===== config.mk =====
export PLATFORM = sky130hd
export DESIGN_NAME = planar_shifter_gen
export DESIGN_NICKNAME = d
export VERILOG_FILES = /design/src/rtl/planar_shifter_gen.sv
export SDC_FILE = /design/constraint.sdc
export NUM_CORES = 1
export LEC_CHECK = 0
export ABC_AREA = 1
export BUFFER_PORTS_ARGS = -buffer_cell sky130_fd_sc_hd__buf_2
export CAP_MARGIN = 20
export CORE_AREA = 2 2 152 154
export DETAILED_ROUTE_END_ITERATION = 8
export DIE_AREA = 0 0 154 156
export PLACE_DENSITY = 0.76
export SKIP_LAST_GASP = 1
export SYNTH_ARGS = -nofsm -noshare
export SYNTH_HDL_FRONTEND = slang
export SYNTH_SLANG_ARGS = --single-unit

===== constraint.sdc =====
create_clock -name clksys -period 2.85 [get_ports clksys]
set_input_delay 0.1425 -clock clksys [delete_from_list [all_inputs] [get_ports clksys]]
set_output_delay 0.1425 -clock clksys [all_outputs]
set_load 0.02 [all_outputs]

===== src/rtl/planar_shifter_gen.sv =====
// Bitplane-to-pixel shifter: gathers AP plane words per group into a double-buffered
// hold register and shifts one colour index out per pixel strobe, with first-group fine scroll.
module planar_shifter_gen #(
    parameter int unsigned PLANES = 4,
    parameter int unsigned WORD_W = 16
) (
    input  logic                      clksys,
    input  logic                      nReset,
    input  logic                      pix_en,
    input  logic                      load_stb,
    input  logic [WORD_W-1:0]         din,
    input  logic                      de,
    input  logic [1:0]                mode,
    input  logic [$clog2(WORD_W)-1:0] hscroll,
    output logic [PLANES-1:0]         color_index,
    output logic                      pix_valid,
    output logic                      underrun,
    output logic                      overrun
);

    localparam int unsigned SW = $clog2(WORD_W);
    localparam int unsigned CW = (PLANES > 1) ? $clog2(PLANES) : 1;
    localparam logic [SW-1:0] PCNT_MAX = SW'(WORD_W - 1);

    logic [WORD_W-1:0] pipe [PLANES];
    logic [WORD_W-1:0] hold [PLANES];
    logic [WORD_W-1:0] sh   [PLANES];

    logic [CW-1:0] wcnt;
    logic [CW-1:0] wcnt_eff;
    logic [CW-1:0] ap_m1;
    logic [SW-1:0] pcnt;
    logic [SW-1:0] scr;
    logic [SW-1:0] shamt;
    logic          ready;
    logic          active;
    logic          first;
    logic          de_q;
    logic          last_word;
    logic          reload;
    int unsigned   ap_n;

    always_comb begin
        ap_n = PLANES >> mode;
        if (ap_n == 0) begin
            ap_n = 1;
        end
        ap_m1 = CW'(ap_n - 1);
    end

    // A mode change mid-line can leave wcnt beyond the new group size; clamp it.
    assign wcnt_eff  = (wcnt > ap_m1) ? ap_m1 : wcnt;
    assign last_word = load_stb && (wcnt_eff == ap_m1);
    assign reload    = pix_en && ready && (!active || (pcnt == PCNT_MAX));
    assign shamt     = first ? scr : '0;

    always_ff @(posedge clksys or negedge nReset) begin
        if (!nReset) begin
            for (int unsigned p = 0; p < PLANES; p++) begin
                pipe[p] <= '0;
                hold[p] <= '0;
                sh[p]   <= '0;
            end
            wcnt     <= '0;
            pcnt     <= '0;
            scr      <= '0;
            ready    <= 1'b0;
            active   <= 1'b0;
            first    <= 1'b0;
            de_q     <= 1'b0;
            underrun <= 1'b0;
            overrun  <= 1'b0;
        end else begin
            de_q     <= de;
            underrun <= 1'b0;
            overrun  <= 1'b0;

            if (reload) begin
                for (int unsigned p = 0; p < PLANES; p++) begin
                    sh[p] <= (CW'(p) <= ap_m1) ? (hold[p] << shamt) : '0;
                end
                pcnt   <= shamt;
                active <= 1'b1;
                first  <= 1'b0;
                ready  <= 1'b0;
            end else if (pix_en && active) begin
                if (pcnt == PCNT_MAX) begin
                    for (int unsigned p = 0; p < PLANES; p++) begin
                        sh[p] <= '0;
                    end
                    pcnt     <= '0;
                    active   <= 1'b0;
                    underrun <= de;
                end else begin
                    for (int unsigned p = 0; p < PLANES; p++) begin
                        sh[p] <= {sh[p][WORD_W-2:0], 1'b0};
                    end
                    pcnt <= pcnt + 1'b1;
                end
            end

            if (de && !de_q) begin
                first <= 1'b1;
                scr   <= hscroll;
            end

            // Group completion after the reload clears ready, so a same-cycle reload keeps the new group.
            if (!de) begin
                wcnt  <= '0;
                ready <= 1'b0;
            end else if (load_stb) begin
                if (last_word) begin
                    for (int unsigned p = 0; p < PLANES; p++) begin
                        if (CW'(p) < wcnt_eff) begin
                            hold[p] <= pipe[p];
                        end else if (CW'(p) == wcnt_eff) begin
                            hold[p] <= din;
                        end
                    end
                    ready <= 1'b1;
                    wcnt  <= '0;
                    if (ready && !reload) begin
                        overrun <= 1'b1;
                    end
                end else begin
                    pipe[wcnt_eff] <= din;
                    wcnt           <= wcnt_eff + 1'b1;
                end
            end
        end
    end

    always_comb begin
        for (int unsigned p = 0; p < PLANES; p++) begin
            color_index[p] = sh[p][WORD_W-1];
        end
    end

    assign pix_valid = active;

endmodule


==> metrics.md <==
| Metric | Value |
|---|---|
| Mean post-synth cell area | 7.452 um2 |
| Syn Nets | 1514 |
| Synthesis Warnings | 0 |
| DRT Pass-1 Iters | 8 |
| Placed cell area | 0.01126 mm2 |
| Count of max-cap constraint violations | 0 |
| Root Driver | clkbuf_16 |
| Synth Instances | 1478 |
| Setup repair bufs after CTS | 0 |
| Max IR drop VDD | 408.5 uV |
| Clock buffer count from CTS | 17 |
| Met2 wire len | between 10000 and 15000 um |
| PortBufs | 33 |
| Top fanout value on the critical path | 32 |
| Clock skew | between 0.015 and 0.02 ns |
| Detailed Route Iter0 Violations | 1027 |
| Net count, final | 1501 |
| CTS tree | built |
| LEAKAGE | ~5.4 nW |
| Post-DP HPWL | between 15000 and 20000 um |
| Metal-1 WL | 13080 um |
| Diodes inserted | 0 |
| Die area | 0.02402 mm2 |
| Critical path class | flip-flop to flip-flop |
| Hold crit path type | input pin to flip-flop |
| DRT Wirelength | around 28000 um |
| PwrDens | 780.7 mW/mm2 |
| RSZ-0062 raised after global routing | false |
| # clock sinks | 192 |
| Fill count | roughly 2100 |
| Critical path endpoint category | flip-flop |
| Status | complete, no violations |
| Row count | 55 |
| Grt ovf | 0 |
| Crit path time final | 2.438 ns |
| Fin. Hold Viols | 0 |
| Setup tns final | 0 ns |
| Antenna violations before repair | 0 |
| Maximum clock insertion buffer count | 2 |
| First-pass GRT wire length | 46980 um |
| I/O Pins | 34 |
| Area delta synth->final | 8.020% |
| Period utilization | 0.8555 |
| Reg clk slew, reported paths | 0.07 ns |
| Top routing layer used | met4 |
| Critical Path AT | 2.77 ns |
| Share of cells above drive strength 1 | 0.1028 |
| Most area-consuming cells after synthesis | dfrtp_1, nand2_1, nand3_1, o21ai_0, a21oi_1 |
| FMAX | ~0.41 GHz |
| CORE AREA | 0.02237 mm2 |
| Detailed-route via count | approximately 9900 |
| Worst EP required | 3.18 ns |
| Via density | 5.610 |
| Die height | between 150 and 200 um |
| Tot GR Track Use | 0.2425 |
| Setup violators final | 0 |
| Post-synth top area cell | dfrtp_1 |
| Synth cell types | between 40 and 50 |
| Vias in the first global route | 8927 |
| Top cell type's share of synthesized area | 0.4362 |
| Initial Util | 0.4925 |
| Critical Path Start Type | flip-flop |
| Post-route ant nets | 0 |
| WL per Instance | 15.87 um |
| Final Cell Area | 0.01190 mm2 |
| Pins Over Slew Limit | 0 |
| Worst-margin pin slew | 0.9204 ns |
| Met3 Wirelength | 1726 um |
| Clock Latency Late Sink | approximately 0.44 ns |
| Gpl congestion | around 0.89 |
| Synthesized area | 0.01101 mm2 |
| Pin count of the biggest net entering global routing | 74 |
| Chip width | around 150 um |
| H-tree depth | 4 |
| FF+latch count, synth | around 190 |
| Post-synthesis sequential area ratio | 0.4362 |
| Rel. slew slack | 0.3849 |
| Drt drc | 0 |
## layout make-up
type / instances / area, um2 / area share
clock buffer: 18 / 429.2 / 0.03607
clock inverter: 14 / 143.9 / 0.01209
timing repair buffer: 66 / 474.2 / 0.03986
sequential: 192 / 4805 / 0.4038
inverter: 124 / 467.9 / 0.03933
tap: 285 / 356.6 / 0.02997
multi-input combinational: 1064 / 5221 / 0.4388
## registers in the layout, summed over array words and instances (netlist names), 2 cells and up
signal / flops
hold: 64
sh: 60
pipe: 48
color_index: 4
pcnt: 4
scr: 4
wcnt: 2
## where the power goes
group	leakage, nW	internal (W)	switching (W)	total [W]
Combinational	2.81	0.00115	0.00198	0.00313
Sequential	2.35	0.00341	0.000412	0.00382
Clock	0.276	0.00117	0.00117	0.00233
Total	5.44	0.00573	0.00356	0.00929
## per-stage QoR
step	power [W]	util	hold slack [ns]	worst slack [ns]	instances
floorplan	0.006240	-	-0.1531	0.8663	1478
global placement	0.006857	0.5036	0.1984	0.2226	1725
detailed placement	0.006945	0.5036	0.1949	0.04261	1725
CTS	0.009297	0.5319	0.02335	0.2249	1763
global route	0.009952	0.5320	0.04085	0.1720	1763
finish	0.009289	0.5320	0.02594	0.4119	1763
## Yosys cell counts, drive strengths merged
cell type / count
xnor2: 1
buf: 70
nor3: 1
nand4: 4
clkbuf: 28
nand3: 197
a31oi: 1
a22oi: 2
nor2: 34
a21boi: 12
o21ai: 166
a21oi: 86
nand2: 446
nor4: 1
or2: 31
o22ai: 5
a2bb2oi: 13
o221ai: 5
a22o: 1
o31ai: 1
nand3b: 1
ha: 9
o211ai: 29
o21a: 14
mux2: 4
dfrtp: 192
inv: 124
## layer usage
| layer | vias to the layer above | global-route usage |
|---|---|---|
| met5 | - | 0 |
| met4 | 0 | 0.07655 |
| met3 | 38 | 0.03333 |
| met2 | 349 | 0.3684 |
| met1 | 4645 | 0.3601 |
| li1 | 4858 | - |
## cell families after synthesis
family | Yosys count | synth area share
buf+inv | 222 | 0.09020
xor+xnor | 1 | 0.0007953
fa+ha+maj | 9 | 0.01022
compound gates | 335 | 0.1730
mux | 4 | 0.004089
simple gates | 715 | 0.2855
flops | 192 | 0.4362
## final timing paths
path / from / end / slack [ns] / cells after the start
worst max-delay path: wcnt[1] / pipe[44] / 0.41 / 8
worst min-delay path: load_stb / wcnt[1] / 0.03 / 3
worst max register to register: wcnt[1] / pipe[44] / 0.41 / 8
worst min register to register: pipe[34] / pipe[34] / 0.49 / 2
max in group asynchronous: nReset / hold[28] / 1.75 / 3
min in group asynchronous: nReset / color_index[1] / 0.27 / 2
## critical path, stage by stage, from the launching register on
cell,delay (ns)
dfrtp_1,0.38
inv_1,0.08
ha_1,0.29
inv_1,0.07
nand2_1,0.04
a21oi_1,0.32
ha_1,0.21
nand2_1,0.52
o21ai_0,0.42
## cell usage in the layout (no fill, tap or decap), drive strengths merged
| cell | count |
|---|---|
| a21boi | 12 |
| a21oi | 86 |
| a22o | 1 |
| a22oi | 2 |
| a2bb2oi | 13 |
| a31oi | 1 |
| buf | 59 |
| clkbuf | 19 |
| clkinv | 5 |
| clkinvlp | 2 |
| dfrtp | 192 |
| dlygate4sd3 | 6 |
| ha | 9 |
| inv | 131 |
| mux2 | 4 |
| nand2 | 446 |
| nand3 | 197 |
| nand3b | 1 |
| nand4 | 4 |
| nor2 | 34 |
| nor3 | 1 |
| nor4 | 1 |
| o211ai | 29 |
| o21a | 14 |
| o21ai | 166 |
| o221ai | 5 |
| o22ai | 5 |
| o31ai | 1 |
| or2 | 31 |
| xnor2 | 1 |
## what timing repair did
action	CTS	global route
endpoints found under the setup margin	0	1
resized for setup	0	1
hold endpoints to repair	74	0
hold buffers	6	0
Note: power is estimated with default switching activity, not from simulation.
